File: config.mk
export PLATFORM = sky130hd
export DESIGN_NAME = mac_pipe_flat
export DESIGN_NICKNAME = d
export VERILOG_FILES = /design/src/rtl/mac_pipe_if.sv /design/src/rtl/mac_pipe.sv /design/src/flat_wrapper.sv
export SDC_FILE = /design/constraint.sdc
export NUM_CORES = 1
export LEC_CHECK = 0
export CORE_MARGIN = 4
export CORE_UTILIZATION = 55
export CTS_CLUSTER_SIZE = 8
export DETAILED_ROUTE_END_ITERATION = 10
export GPL_TIMING_DRIVEN = 0
export PLACE_DENSITY = 0.74
export SLEW_MARGIN = 15
export SYNTH_ARGS = -nofsm -noshare
export SYNTH_HDL_FRONTEND = slang
export SYNTH_SLANG_ARGS = --single-unit
File: constraint.sdc
create_clock -name clk -period 4.9 [get_ports clk]
set_input_delay 0.49 -clock clk [delete_from_list [all_inputs] [get_ports clk]]
set_output_delay 0.49 -clock clk [all_outputs]
set_load 0.01 [all_outputs]
File: src/rtl/mac_pipe_if.sv
// -----------------------------------------------------------------------------
// mac_pipe_if
//
// Purpose:
//   Bundles the operand stream (valid/ready/last + a/b) and the result stream
//   (valid/ready + data/sat/len_err) of the mac_pipe multiply-accumulate unit.
//
// Signals:
//   in_valid    operand beat valid              (master -> slave)
//   in_ready    unit can accept a beat          (slave  -> master)
//   in_last     final beat of the vector        (master -> slave)
//   a, b        signed operands, BITWIDTH bits  (master -> slave)
//   out_valid   result valid                    (slave  -> master)
//   out_ready   consumer accepts result         (master -> slave)
//   out_data    signed saturated result         (slave  -> master)
//   out_sat     saturation occurred             (slave  -> master)
//   out_len_err vector force-closed at MAX_LEN  (slave  -> master)
//
// Modports:
//   master  the producer/consumer side (e.g. a layer controller)
//   slave   the mac_pipe unit itself
// -----------------------------------------------------------------------------
interface mac_pipe_if #(
  parameter int BITWIDTH  = 8,
  parameter int OUT_WIDTH = 16
);

  logic                        in_valid;
  logic                        in_ready;
  logic                        in_last;
  logic signed [BITWIDTH-1:0]  a;
  logic signed [BITWIDTH-1:0]  b;
  logic                        out_valid;
  logic                        out_ready;
  logic signed [OUT_WIDTH-1:0] out_data;
  logic                        out_sat;
  logic                        out_len_err;

  // The controlling side drives operands and result acceptance.
  modport master (
    output in_valid, in_last, a, b, out_ready,
    input  in_ready, out_valid, out_data, out_sat, out_len_err
  );

  // The MAC unit consumes operands and produces results.
  modport slave (
    input  in_valid, in_last, a, b, out_ready,
    output in_ready, out_valid, out_data, out_sat, out_len_err
  );

endinterface

File: src/rtl/mac_pipe.sv
// -----------------------------------------------------------------------------
// mac_pipe
//
// Purpose:
//   Pipelined signed multiply-accumulate unit used as a dot-product primitive.
//   Operand pairs stream in with valid/ready and a last flag; their products
//   are accumulated and, on the last beat of each vector, one arithmetically
//   shifted and saturated result is emitted.
//
// Pipeline:
//   P1   registers a, b, last
//   P2   registers the sign-extended 2*BITWIDTH product
//   ACC  adds the product to the accumulator; on a closing beat the sum goes
//        to the result register and the accumulator restarts at zero
//   OUT  shift + saturate, registered onto out_data/out_sat/out_len_err
//   A last beat accepted at edge N shows out_valid=1 after edge N+3.
//
// Ports:
//   clk   rising-edge clock
//   rst   synchronous active-high reset
//   bus   mac_pipe_if.slave (operand stream in, result stream out)
//
// Parameters:
//   BITWIDTH  signed operand width
//   ACC_WIDTH accumulator width (>= 2*BITWIDTH), wraps silently
//   OUT_WIDTH result width (<= ACC_WIDTH)
//   SHIFT     arithmetic right shift of the final sum (0..ACC_WIDTH-1)
//   MAX_LEN   maximum beats per vector (>= 1); longer vectors are force-closed
//             and flagged with out_len_err
//
// Build option:
//   MAC_PIPE_ROUND_EN  when defined and SHIFT>0, adds 2^(SHIFT-1) before the
//                      shift (round half up). Otherwise the shift floors.
// -----------------------------------------------------------------------------
module mac_pipe #(
  parameter int BITWIDTH  = 8,
  parameter int ACC_WIDTH = 32,
  parameter int OUT_WIDTH = 16,
  parameter int SHIFT     = 0,
  parameter int MAX_LEN   = 1024
) (
  input  logic       clk,
  input  logic       rst,
  mac_pipe_if.slave  bus
);

  localparam int PROD_W = 2 * BITWIDTH;
  localparam int CNT_W  = (MAX_LEN > 1) ? $clog2(MAX_LEN) : 1;
  localparam logic [CNT_W-1:0] CNT_LAST = CNT_W'(MAX_LEN - 1);

  localparam logic signed [ACC_WIDTH:0] ONE_EXT = 1;
  localparam logic signed [ACC_WIDTH:0] SAT_MAX = (ONE_EXT <<< (OUT_WIDTH - 1)) - ONE_EXT;
  localparam logic signed [ACC_WIDTH:0] SAT_MIN = -(ONE_EXT <<< (OUT_WIDTH - 1));

`ifdef MAC_PIPE_ROUND_EN
  localparam int RND_POS = (SHIFT > 0) ? SHIFT - 1 : 0;
  localparam logic signed [ACC_WIDTH:0] RND_ADD = (SHIFT > 0) ? (ONE_EXT <<< RND_POS) : '0;
`endif

  typedef enum logic {
    IDLE,
    ACCUM
  } state_t;

  // Global stall: every stage advances only when the output register is free
  // or its current result is being taken this cycle.
  logic en;
  logic accept;

  logic                        p1Valid_q;
  logic                        p1Last_q;
  logic signed [BITWIDTH-1:0]  p1A_q;
  logic signed [BITWIDTH-1:0]  p1B_q;

  logic signed [PROD_W-1:0]    prodFull;
  logic signed [ACC_WIDTH-1:0] prodExt;

  logic                        p2Valid_q;
  logic                        p2Last_q;
  logic signed [ACC_WIDTH-1:0] p2Prod_q;

  state_t                      state_q, state_d;
  logic [CNT_W-1:0]            count_q, count_d;
  logic signed [ACC_WIDTH-1:0] acc_q, acc_d;
  logic                        resValid_q, resValid_d;
  logic signed [ACC_WIDTH-1:0] resSum_q, resSum_d;
  logic                        resLenErr_q, resLenErr_d;

  logic signed [ACC_WIDTH-1:0] sum;
  logic [CNT_W-1:0]            beatsSoFar;
  logic                        forceClose;
  logic                        closeVec;

  logic signed [ACC_WIDTH:0]   sumExt;
  logic signed [ACC_WIDTH:0]   sumRnd;
  logic signed [ACC_WIDTH:0]   shifted;
  logic signed [OUT_WIDTH-1:0] satData;
  logic                        satFlag;

  logic                        outValid_q;
  logic signed [OUT_WIDTH-1:0] outData_q;
  logic                        outSat_q;
  logic                        outLenErr_q;

  assign en           = !outValid_q || bus.out_ready;
  assign accept       = bus.in_valid && en;
  assign bus.in_ready = en;

  // P1 captures the raw operands. The operand registers load every enabled
  // cycle; only the valid bit decides whether the beat means anything.
  always_ff @(posedge clk) begin
    if (rst) begin
      p1Valid_q <= 1'b0;
      p1Last_q  <= 1'b0;
      p1A_q     <= '0;
      p1B_q     <= '0;
    end else if (en) begin
      p1Valid_q <= accept;
      p1Last_q  <= bus.in_last;
      p1A_q     <= bus.a;
      p1B_q     <= bus.b;
    end
  end

  // Full-precision signed product, sign-extended to accumulator width so the
  // ACC stage is a plain same-width add.
  assign prodFull = p1A_q * p1B_q;
  assign prodExt  = ACC_WIDTH'(prodFull);

  // P2 holds the product so the multiplier and the adder sit in separate
  // pipeline stages.
  always_ff @(posedge clk) begin
    if (rst) begin
      p2Valid_q <= 1'b0;
      p2Last_q  <= 1'b0;
      p2Prod_q  <= '0;
    end else if (en) begin
      p2Valid_q <= p1Valid_q;
      p2Last_q  <= p1Last_q;
      p2Prod_q  <= prodExt;
    end
  end

  // The running sum including the beat now in P2. In IDLE the accumulator is
  // already zero, so the same add serves the first beat of a vector.
  assign sum        = acc_q + p2Prod_q;
  assign beatsSoFar = (state_q == IDLE) ? '0 : count_q;
  assign forceClose = !p2Last_q && (beatsSoFar == CNT_LAST);
  assign closeVec   = p2Last_q || forceClose;

  // Vector-tracking FSM and accumulator next state. A closing beat (real last
  // or length limit) hands acc+product to the result register and zeroes the
  // accumulator in the same cycle, so the next vector follows with no bubble.
  // When stalled, everything holds including the pending result.
  always_comb begin
    state_d     = state_q;
    count_d     = count_q;
    acc_d       = acc_q;
    resValid_d  = resValid_q;
    resSum_d    = resSum_q;
    resLenErr_d = resLenErr_q;

    if (en) begin
      resValid_d = 1'b0;
      if (p2Valid_q) begin
        case (state_q)
          IDLE: begin
            if (closeVec) begin
              resValid_d  = 1'b1;
              resSum_d    = sum;
              resLenErr_d = forceClose;
              acc_d       = '0;
              count_d     = '0;
              state_d     = IDLE;
            end else begin
              acc_d   = sum;
              count_d = CNT_W'(1);
              state_d = ACCUM;
            end
          end
          ACCUM: begin
            if (closeVec) begin
              resValid_d  = 1'b1;
              resSum_d    = sum;
              resLenErr_d = forceClose;
              acc_d       = '0;
              count_d     = '0;
              state_d     = IDLE;
            end else begin
              acc_d   = sum;
              count_d = count_q + CNT_W'(1);
              state_d = ACCUM;
            end
          end
          default: begin
            state_d = IDLE;
            acc_d   = '0;
            count_d = '0;
          end
        endcase
      end
    end
  end

  // State register for the ACC stage and the result register behind it.
  // Reset drops any partial sum and any undelivered result.
  always_ff @(posedge clk) begin
    if (rst) begin
      state_q     <= IDLE;
      count_q     <= '0;
      acc_q       <= '0;
      resValid_q  <= 1'b0;
      resSum_q    <= '0;
      resLenErr_q <= 1'b0;
    end else begin
      state_q     <= state_d;
      count_q     <= count_d;
      acc_q       <= acc_d;
      resValid_q  <= resValid_d;
      resSum_q    <= resSum_d;
      resLenErr_q <= resLenErr_d;
    end
  end

  // Result path: widen by one bit so the optional rounding offset can never
  // wrap, shift arithmetically, then clamp to the signed OUT_WIDTH range.
  always_comb begin
    sumExt = {resSum_q[ACC_WIDTH-1], resSum_q};
`ifdef MAC_PIPE_ROUND_EN
    sumRnd = sumExt + RND_ADD;
`else
    sumRnd = sumExt;
`endif
    shifted = sumRnd >>> SHIFT;
    satData = shifted[OUT_WIDTH-1:0];
    satFlag = 1'b0;
    if (shifted > SAT_MAX) begin
      satData = SAT_MAX[OUT_WIDTH-1:0];
      satFlag = 1'b1;
    end else if (shifted < SAT_MIN) begin
      satData = SAT_MIN[OUT_WIDTH-1:0];
      satFlag = 1'b1;
    end
  end

  // Output register. out_valid follows the result register whenever the pipe
  // moves; data and flags only change when a new result arrives, so they stay
  // put while a result waits for out_ready.
  always_ff @(posedge clk) begin
    if (rst) begin
      outValid_q  <= 1'b0;
      outData_q   <= '0;
      outSat_q    <= 1'b0;
      outLenErr_q <= 1'b0;
    end else if (en) begin
      outValid_q <= resValid_q;
      if (resValid_q) begin
        outData_q   <= satData;
        outSat_q    <= satFlag;
        outLenErr_q <= resLenErr_q;
      end
    end
  end

  assign bus.out_valid   = outValid_q;
  assign bus.out_data    = outData_q;
  assign bus.out_sat     = outSat_q;
  assign bus.out_len_err = outLenErr_q;

endmodule

File: src/flat_wrapper.sv
// flat-port wrapper written by rule: the top's interface ports become plain ports
module mac_pipe_flat 
#(
  parameter int BITWIDTH  = 8,
  parameter int ACC_WIDTH = 32,
  parameter int OUT_WIDTH = 16,
  parameter int SHIFT     = 0,
  parameter int MAX_LEN   = 1024
)
  (clk, rst, bus_in_valid, bus_in_last, bus_a, bus_b, bus_out_ready, bus_in_ready, bus_out_valid, bus_out_data, bus_out_sat, bus_out_len_err);
  mac_pipe_if #(.BITWIDTH(BITWIDTH), .OUT_WIDTH(OUT_WIDTH)) bus_i ();
  input  logic clk;
  input  logic rst;
  input wire logic [$bits(bus_i.in_valid)-1:0] bus_in_valid;
  input wire logic [$bits(bus_i.in_last)-1:0] bus_in_last;
  input wire logic [$bits(bus_i.a)-1:0] bus_a;
  input wire logic [$bits(bus_i.b)-1:0] bus_b;
  input wire logic [$bits(bus_i.out_ready)-1:0] bus_out_ready;
  output wire logic [$bits(bus_i.in_ready)-1:0] bus_in_ready;
  output wire logic [$bits(bus_i.out_valid)-1:0] bus_out_valid;
  output wire logic [$bits(bus_i.out_data)-1:0] bus_out_data;
  output wire logic [$bits(bus_i.out_sat)-1:0] bus_out_sat;
  output wire logic [$bits(bus_i.out_len_err)-1:0] bus_out_len_err;
  assign bus_i.in_valid = bus_in_valid;
  assign bus_i.in_last = bus_in_last;
  assign bus_i.a = bus_a;
  assign bus_i.b = bus_b;
  assign bus_i.out_ready = bus_out_ready;
  assign bus_in_ready = bus_i.in_ready;
  assign bus_out_valid = bus_i.out_valid;
  assign bus_out_data = bus_i.out_data;
  assign bus_out_sat = bus_i.out_sat;
  assign bus_out_len_err = bus_i.out_len_err;
  mac_pipe #(.BITWIDTH(BITWIDTH), .ACC_WIDTH(ACC_WIDTH), .OUT_WIDTH(OUT_WIDTH), .SHIFT(SHIFT), .MAX_LEN(MAX_LEN)) u_core (.clk(clk), .rst(rst), .bus(bus_i));
endmodule
==> results of run 1 <==
[placed cells by master, fill, tap and decap left out, types with 13 or more instances in the layout]
master           instances
nand2_1                173
dfxtp_1                128
a21oi_1                121
inv_1                   92
nor2_1                  61
ha_1                    61
fa_1                    55
clkbuf_1                45
o21ai_0                 43
and2_1                  42
clkdlybuf4s50_1         39
nand3_1                 31
xnor2_1                 25
a22oi_1                 17
clkbuf_16               17
nor3_1                  16
a21o_1                  14
a211oi_1                13
[power groups by stage]
stage	logic (mW)	clock network (mW)	registers [mW]
2_1_floorplan	0.529	0	1.18
3_3_place_gp	0.670	0	1.20
5_1_grt	0.782	1.47	1.19
4_1_cts	0.694	1.42	1.18
6_report	0.694	1.41	1.19
3_5_place_dp	0.682	0	1.20
[area by class of cell]
class                      count  area, sq um  area share, %
buffer                        49          184           1.80
clock buffer                  21          470           4.61
clock inverter                 9          176           1.73
inverter                      93          349           3.42
multi-input combinational    812         5720           56.0
sequential                   132         2650           25.9
tap                          216          270           2.65
timing repair buffer          39          390           3.82
[metrics by stage]
stage	power [mW]	setup slack, ps	utilization [%]	hold slack [ps]	instances
after detailed placement	1.88	94.9	60.2	444	1345
after global placement	1.87	186	60.2	439	1345
after floorplan	1.70	492	-	432	1090
after CTS	3.30	39.8	64.2	452	1375
after global routing	3.45	14.0	64.2	467	1371
final	3.29	241	64.2	448	1371
[worst max-delay path, cell delays in order, from the launching register on]
cell,delay (ps)
dfxtp_1,530
nand2_1,120
fa_1,420
fa_1,560
fa_1,450
fa_1,550
inv_1,40
ha_1,320
nor2b_1,160
o21ai_0,190
a21boi_0,160
o21ai_0,230
a21oi_1,120
o21a_1,220
o21a_1,180
o41ai_1,280
[synth_stat cells (all sizes together) (5+ instances only)]
| master | instances |
|---|---|
| and2 | 43 |
| and3 | 10 |
| nor2 | 61 |
| clkbuf | 48 |
| buf | 5 |
| ha | 61 |
| dfxtp | 132 |
| or3 | 5 |
| nand3 | 32 |
| a21oi | 121 |
| nand2b | 7 |
| nor3 | 16 |
| fa | 56 |
| xor2 | 10 |
| nor4 | 5 |
| o31ai | 5 |
| nor2b | 9 |
| o21ai | 50 |
| nand2 | 174 |
| a211oi | 15 |
| nand4 | 7 |
| o21a | 8 |
| inv | 93 |
| o211ai | 9 |
| a22oi | 17 |
| a21o | 14 |
| xnor2 | 25 |
[worst min path at each step]
stage	slack [ps]	depth (start not counted)	endpoint	startpoint
2_1_floorplan	430	2	u_core.p1Last_q$_SDFFE_PP0N_	u_core.p1Last_q$_SDFFE_PP0N_
3_3_place_gp	440	2	u_core.bus.out_data[8]$_SDFFE_PP0P_	u_core.bus.out_data[8]$_SDFFE_PP0P_
3_5_place_dp	440	2	u_core.resSum_q[11]$_SDFFE_PP0P_	u_core.resSum_q[11]$_SDFFE_PP0P_
4_1_cts	450	2	u_core.resSum_q[11]$_SDFFE_PP0P_	u_core.resSum_q[11]$_SDFFE_PP0P_
5_1_grt	470	2	u_core.resSum_q[11]$_SDFFE_PP0P_	u_core.resSum_q[11]$_SDFFE_PP0P_
6_report	450	2	u_core.bus.out_data[4]$_SDFFE_PP0P_	u_core.bus.out_data[4]$_SDFFE_PP0P_
[cells by family after synthesis]
logic type	after synthesis	synth area share [%]
xor+xnor	35	3.45
compound gates	276	19.4
flops	132	29.7
buf+inv	146	6.16
simple gates	384	20.1
fa+ha+maj	117	21.2
[sequential cells by signal, summed over array words and instances (netlist names), 8 cells and up]
register             count
u_core.p1A_q             8
u_core.p2Prod_q         16
u_core.p1B_q             8
u_core.resSum_q         32
u_core.count_q          10
u_core.acc_q            32
u_core.bus.out_data     16
[metal layers]
layer / routed length [um] / global-route usage (%) / up-vias
li1: - / - / 3837
met1: 10200 / 36.5 / 3784
met2: 10500 / 41.5 / 241
met3: 1500 / 4.79 / 32
met4: 386 / 7.22 / 0
met5: 0 / 0 / -
==> metrics.cfg, run 1 <==
[status]
status = finished clean

[place]
hpwl_mm = 17.0
place_area_sq_um = 9560
io_buffers = 39
place_congestion = 0.910

[global_routing]
antenna_found_initial = 0
grt_pass1_vias = 7660
grt_max_degree = 21
grt_pass1_wl_mm = 38.1
groute.usage.overall_pct = 26.0
overflow = 0

[setup_path]
endpoint = u_core.p2Prod_q[12]$_SDFFE_PP0N_
worst_r2r_endpoint = u_core.p2Prod_q[12]$_SDFFE_PP0N_
r2r_slack_ps = 240
crit_type = reg2reg
r2r-start = u_core.p1B_q[2]$_SDFFE_PP0N_
rr_worst_depth = 15
crit_path_start_kind = flip-flop
crit_path_start = u_core.p1B_q[2]$_SDFFE_PP0N_
required_ps = 5220
critical_path.max_fanout = 9
critPathArrivalTime_ps = 4980
end_kind = flip-flop

[pwr]
switchingPower_mw = 0.957
p_clk_share_pct = 42.9
p_seq_share_pct = 36.0
swShare_pct = 29.1
power.leakage_nw = 4.20
worst_ir_drop_vdd_mv = 0.295
p_comb_share_pct = 21.1
power_density_nw_per_um2 = 322
internal_power_mw = 2.33

[synth]
seq_area_frac_synth_pct = 29.7
yosys_register_bits = 132
synth_ff_type = dfxtp_1
ys_warn_count = 0
synthTopCellsByArea = dfxtp_1 30%, fa_1 13%, ha_1 8.6%, nand2_1 7.3%, a21oi_1 6.8%
synth_top_area_share_pct = 29.7
netlist_area_sq_um = 8890
ys_types = 60
async_flop_share_pct = 0
syn_inst = 1090
synth_edf_count = 0
synth_area_leader_cell = dfxtp_1
syn-num-nets = 1228
avgSynthCellArea_sq_um = 8.16

[cts]
hold_buffers = 0
clockRootBuffer = clkbuf_16
cts_setup_buffers = 0
cts_tree = done
clock_sinks = 132
ctsResizeCount = 0
cts-htree-levels = 4
insertion_delay_ps = 420
cts_buffer_depth = 2
cts_buffers = 17
path_clk_slew_ps = 60

[floorplan]
die_width_um = 135
core_sq_um = 15900
die_h_um = 135
row_count = 46
ios = 41
initial_core_util_pct = 56.0
die_area_sq_um = 18300

[final_layout]
area_growth_pct = 14.7
drive_above_1_share_pct = 4.42
fill_cells = 1393
layout.nets = 1282
stdcell_area_sq_um = 10200
diodes = 0

[hold_path]
hp-class = reg2reg

[detailed_routing]
drt-wirelength-per-cell_um = 16.5
dr_total_vias = 7894
wl_mm = 22.6
vias_per_cell = 5.76
drt_iter0_drc = 597
first_pass_iters = 5
postRouteAntennaNets = 0
route.detailed.drc = 0

[timing]
rsz0062_at_grt = false
hold_violations = 0
setup_viol = 0
tns_ps = 0
fmax_ghz = 0.215
final.setup_skew_ps = 6.52
fin_crit_sh_pct = 95.1
tightest_slew_ps = 830
max_slew_margin_pct = 44.6
maxSlewViolCount = 0
period_minus_slack_ps = 4660

[flow_run]
maxCapViolCount = 0

Note: power is estimated with default switching activity, not from simulation.
==> inputs of run 2 (changes only) <==
--- a/config.mk
+++ b/config.mk
@@ -10,6 +10,7 @@
 export CTS_CLUSTER_SIZE = 8
 export DETAILED_ROUTE_END_ITERATION = 10
 export GPL_TIMING_DRIVEN = 0
+export HOLD_SLACK_MARGIN = 0.08
 export PLACE_DENSITY = 0.74
 export SLEW_MARGIN = 15
 export SYNTH_ARGS = -nofsm -noshare
==> results of run 2 <==
The final DEF is identical to that of run 1; final timing and power are the same.
==> edit, RTL diff (flow settings as in run 1) <==
`ACC_WIDTH` is set to 32 in 2 places; all go to 24.
--- a/src/rtl/mac_pipe.sv
+++ b/src/rtl/mac_pipe.sv
@@ -36,3 +36,3 @@
   parameter int BITWIDTH  = 8,
-  parameter int ACC_WIDTH = 32,
+  parameter int ACC_WIDTH = 24,
   parameter int OUT_WIDTH = 16,
--- a/src/flat_wrapper.sv
+++ b/src/flat_wrapper.sv
@@ -4,3 +4,3 @@
   parameter int BITWIDTH  = 8,
-  parameter int ACC_WIDTH = 32,
+  parameter int ACC_WIDTH = 24,
   parameter int OUT_WIDTH = 16,
Function: no difference found for any inputs over 4 cycles, from zero or initial values and one cycle with rst high; that may be too few to reach the edited logic, so the function may still have changed.
==> edit against run 1 <==
- worst setup slack better by 54 ps
- combinational power fell by 23%
- total power down 13%
- sequential cell count shrank 16
- critical path depth up 2
- largest power group unchanged
- via count shrank 20%
- routed wire length is 24% lower
- die area down 12%
- area after synthesis fell by 13%
- worst hold slack barely moved
- sequential share of layout area hardly changed
- cell area fell by 12%
- synthesized cell count is 15% lower
==> edit: results <==
group,metric,value,unit
detailed_routing,routed_wl,17.25,mm
pwr,ir_worst_vdd,0.2231,mV
global_route,grt_usage,0.2290,
placed_design,post-place-ws,238.9,ps
cts,h-tree-depth,4,
logic_synthesis,synthArstFlopShare,0,
logic_synthesis,ys.flop_type,"dfxtp_1",
detailed_routing,wl_per_cell,14.62,um
placed_design,dpl.hpwl,13.22,mm
global_route,grt_pass1_wl,29.79,mm
logic_synthesis,synthTopCellsByArea,"dfxtp_1 (30%), fa_1 (14%), ha_1 (8.6%), nand2_1 (7.7%), a21oi_1 (7.4%)",
logic_synthesis,ys_seq_area_frac,0.3000,
final_layout,final_nets,1117,
final_layout,drive_above_1_share,0.04700,
logic_synthesis,synth.distinct_cells,54,
run_status,outcome,"completed",
critical_path,path_max_fanout,9,
global_route,grt_pass1_vias,6386,
placed_design,gp_congestion,0.8353,
placed_design,placed_area,8357,um2
cts,cts.reportedPaths.clkPinSlew,50,ps
timing,worst_pin_slew,771.2,ps
critical_path,crit_arrival,4960,ps
logic_synthesis,syn_inst,929,
logic_synthesis,yosys_warnings,0,
global_route,grt_max_degree,17,
detailed_routing,drtPass1Iterations,4,
detailed_routing,vias,6332,
placed_design,io_buffer_count,39,
pwr,power_leakage,3.798,nW
detailed_routing,drt_iter0_drc,299,
worst_hold_path,min_path_type,"reg2reg",
final_layout,diodes,0,
cts,cts_root_buffer,"clkbuf_16",
cts,clockBufferDepth,2,
final_layout,reg_top3,"u_core.acc_q x24, u_core.resSum_q x24",
timing,fin_setup_tns,0,ps
cts,cts_buffers,17,
cts,insertion_delay,420,ps
timing,fin_skew,9.081,ps
logic_synthesis,synth_common_cells,"nand2_1 (158), dfxtp_1 (116), a21oi_1 (114)",
global_route,antenna_found_initial,0,
==> edit: changes by cell type after synthesis, sizes merged, moves of 6 or more <==
cell	before	now
dfxtp	132	116
a211oi	15	9
a22oi	17	8
nand3	32	18
a22o	1	7
a21o	14	7
nor3	16	9
o211ai	9	16
ha	61	53
nor2	61	46
nand2	174	158
o21ai	50	22
clkbuf	48	32
==> edit: metal layers <==
| metal | wire length (um) | part of all wire | track usage | vias to the layer above |
|---|---|---|---|---|
| met4 | 318 | 0.018 | 0.07760 | 0 |
| met5 | 0 | 0 | 0 | - |
| met2 | 8803 | 0.51 | 0.4047 | 121 |
| met1 | 7373 | 0.43 | 0.2777 | 2962 |
| met3 | 752 | 0.044 | 0.04716 | 27 |
| li1 | - | - | - | 3222 |
==> edit: report_power, final <==
group          internal [mW]  switching (mW)  total [mW]
logic                  0.229           0.307       0.536
clock network          0.873           0.433        1.31
registers              0.988          0.0461        1.03
==> edit: final timing paths <==
check	start	endpoint	slack, ps	depth (start not counted)
min	u_core.bus.out_data[12]	u_core.bus.out_data[12]	450	2
max	u_core.p1A_q[0]	u_core.p2Prod_q[14]	290	17
max reg2reg	u_core.p1A_q[0]	u_core.p2Prod_q[14]	290	17
min reg2reg	u_core.bus.out_data[12]	u_core.bus.out_data[12]	450	2
==> edit: cell families (layout without fill, tap and decap cells) <==
group           Yosys count  count (layout)  share of synthesized area
compound gates          214             214                     0.1725
flops                   116             116                     0.3000
simple gates            324             324                     0.1943
buf+inv                 132             203                    0.06433
fa+ha+maj               109             109                     0.2305
xor+xnor                 34              34                    0.03847
==> edit: timing repair <==
| action | in CTS | in global routing |
|---|---|---|
| endpoints found under the setup margin | 0 | 2 |
| hold buffers | 0 | 0 |
| resized for setup | 0 | 3 |
| setup buffers | 0 | 0 |
==> edit: area by class of cell <==
class | count | area [um2]
multi-input cells | 681 | 4921
fillers | 1202 | 4850
clock inverters | 10 | 153.9
well taps | 180 | 225.2
plain buffers | 37 | 141.4
inverters | 95 | 356.6
flip-flops and latches | 116 | 2325
repair buffers | 39 | 390.4
clock buffers | 22 | 464.2
==> edit: stage by stage <==
stage | hold WS [ps] | power (mW)
final | 448.0 | 2.876
after global routing | 472.9 | 3.023
after CTS | 451.3 | 2.897
after detailed placement | 444.2 | 1.586
after global placement | 437.4 | 1.572
after floorplan | 431.6 | 1.460
==> edit: worst max-delay path: stages (launching register included) <==
cell and delay [ps]:
dfxtp_1 390, nand2b_1 210, fa_1 530, fa_1 550, inv_1 50, fa_1 530
inv_1 50, fa_1 530, inv_1 40, ha_1 310, o21ai_0 110, a21oi_1 210
o21ai_1 100, a21oi_1 180, or2_2 150, nand4_1 130, a2111o_1 390, nand3_1 80
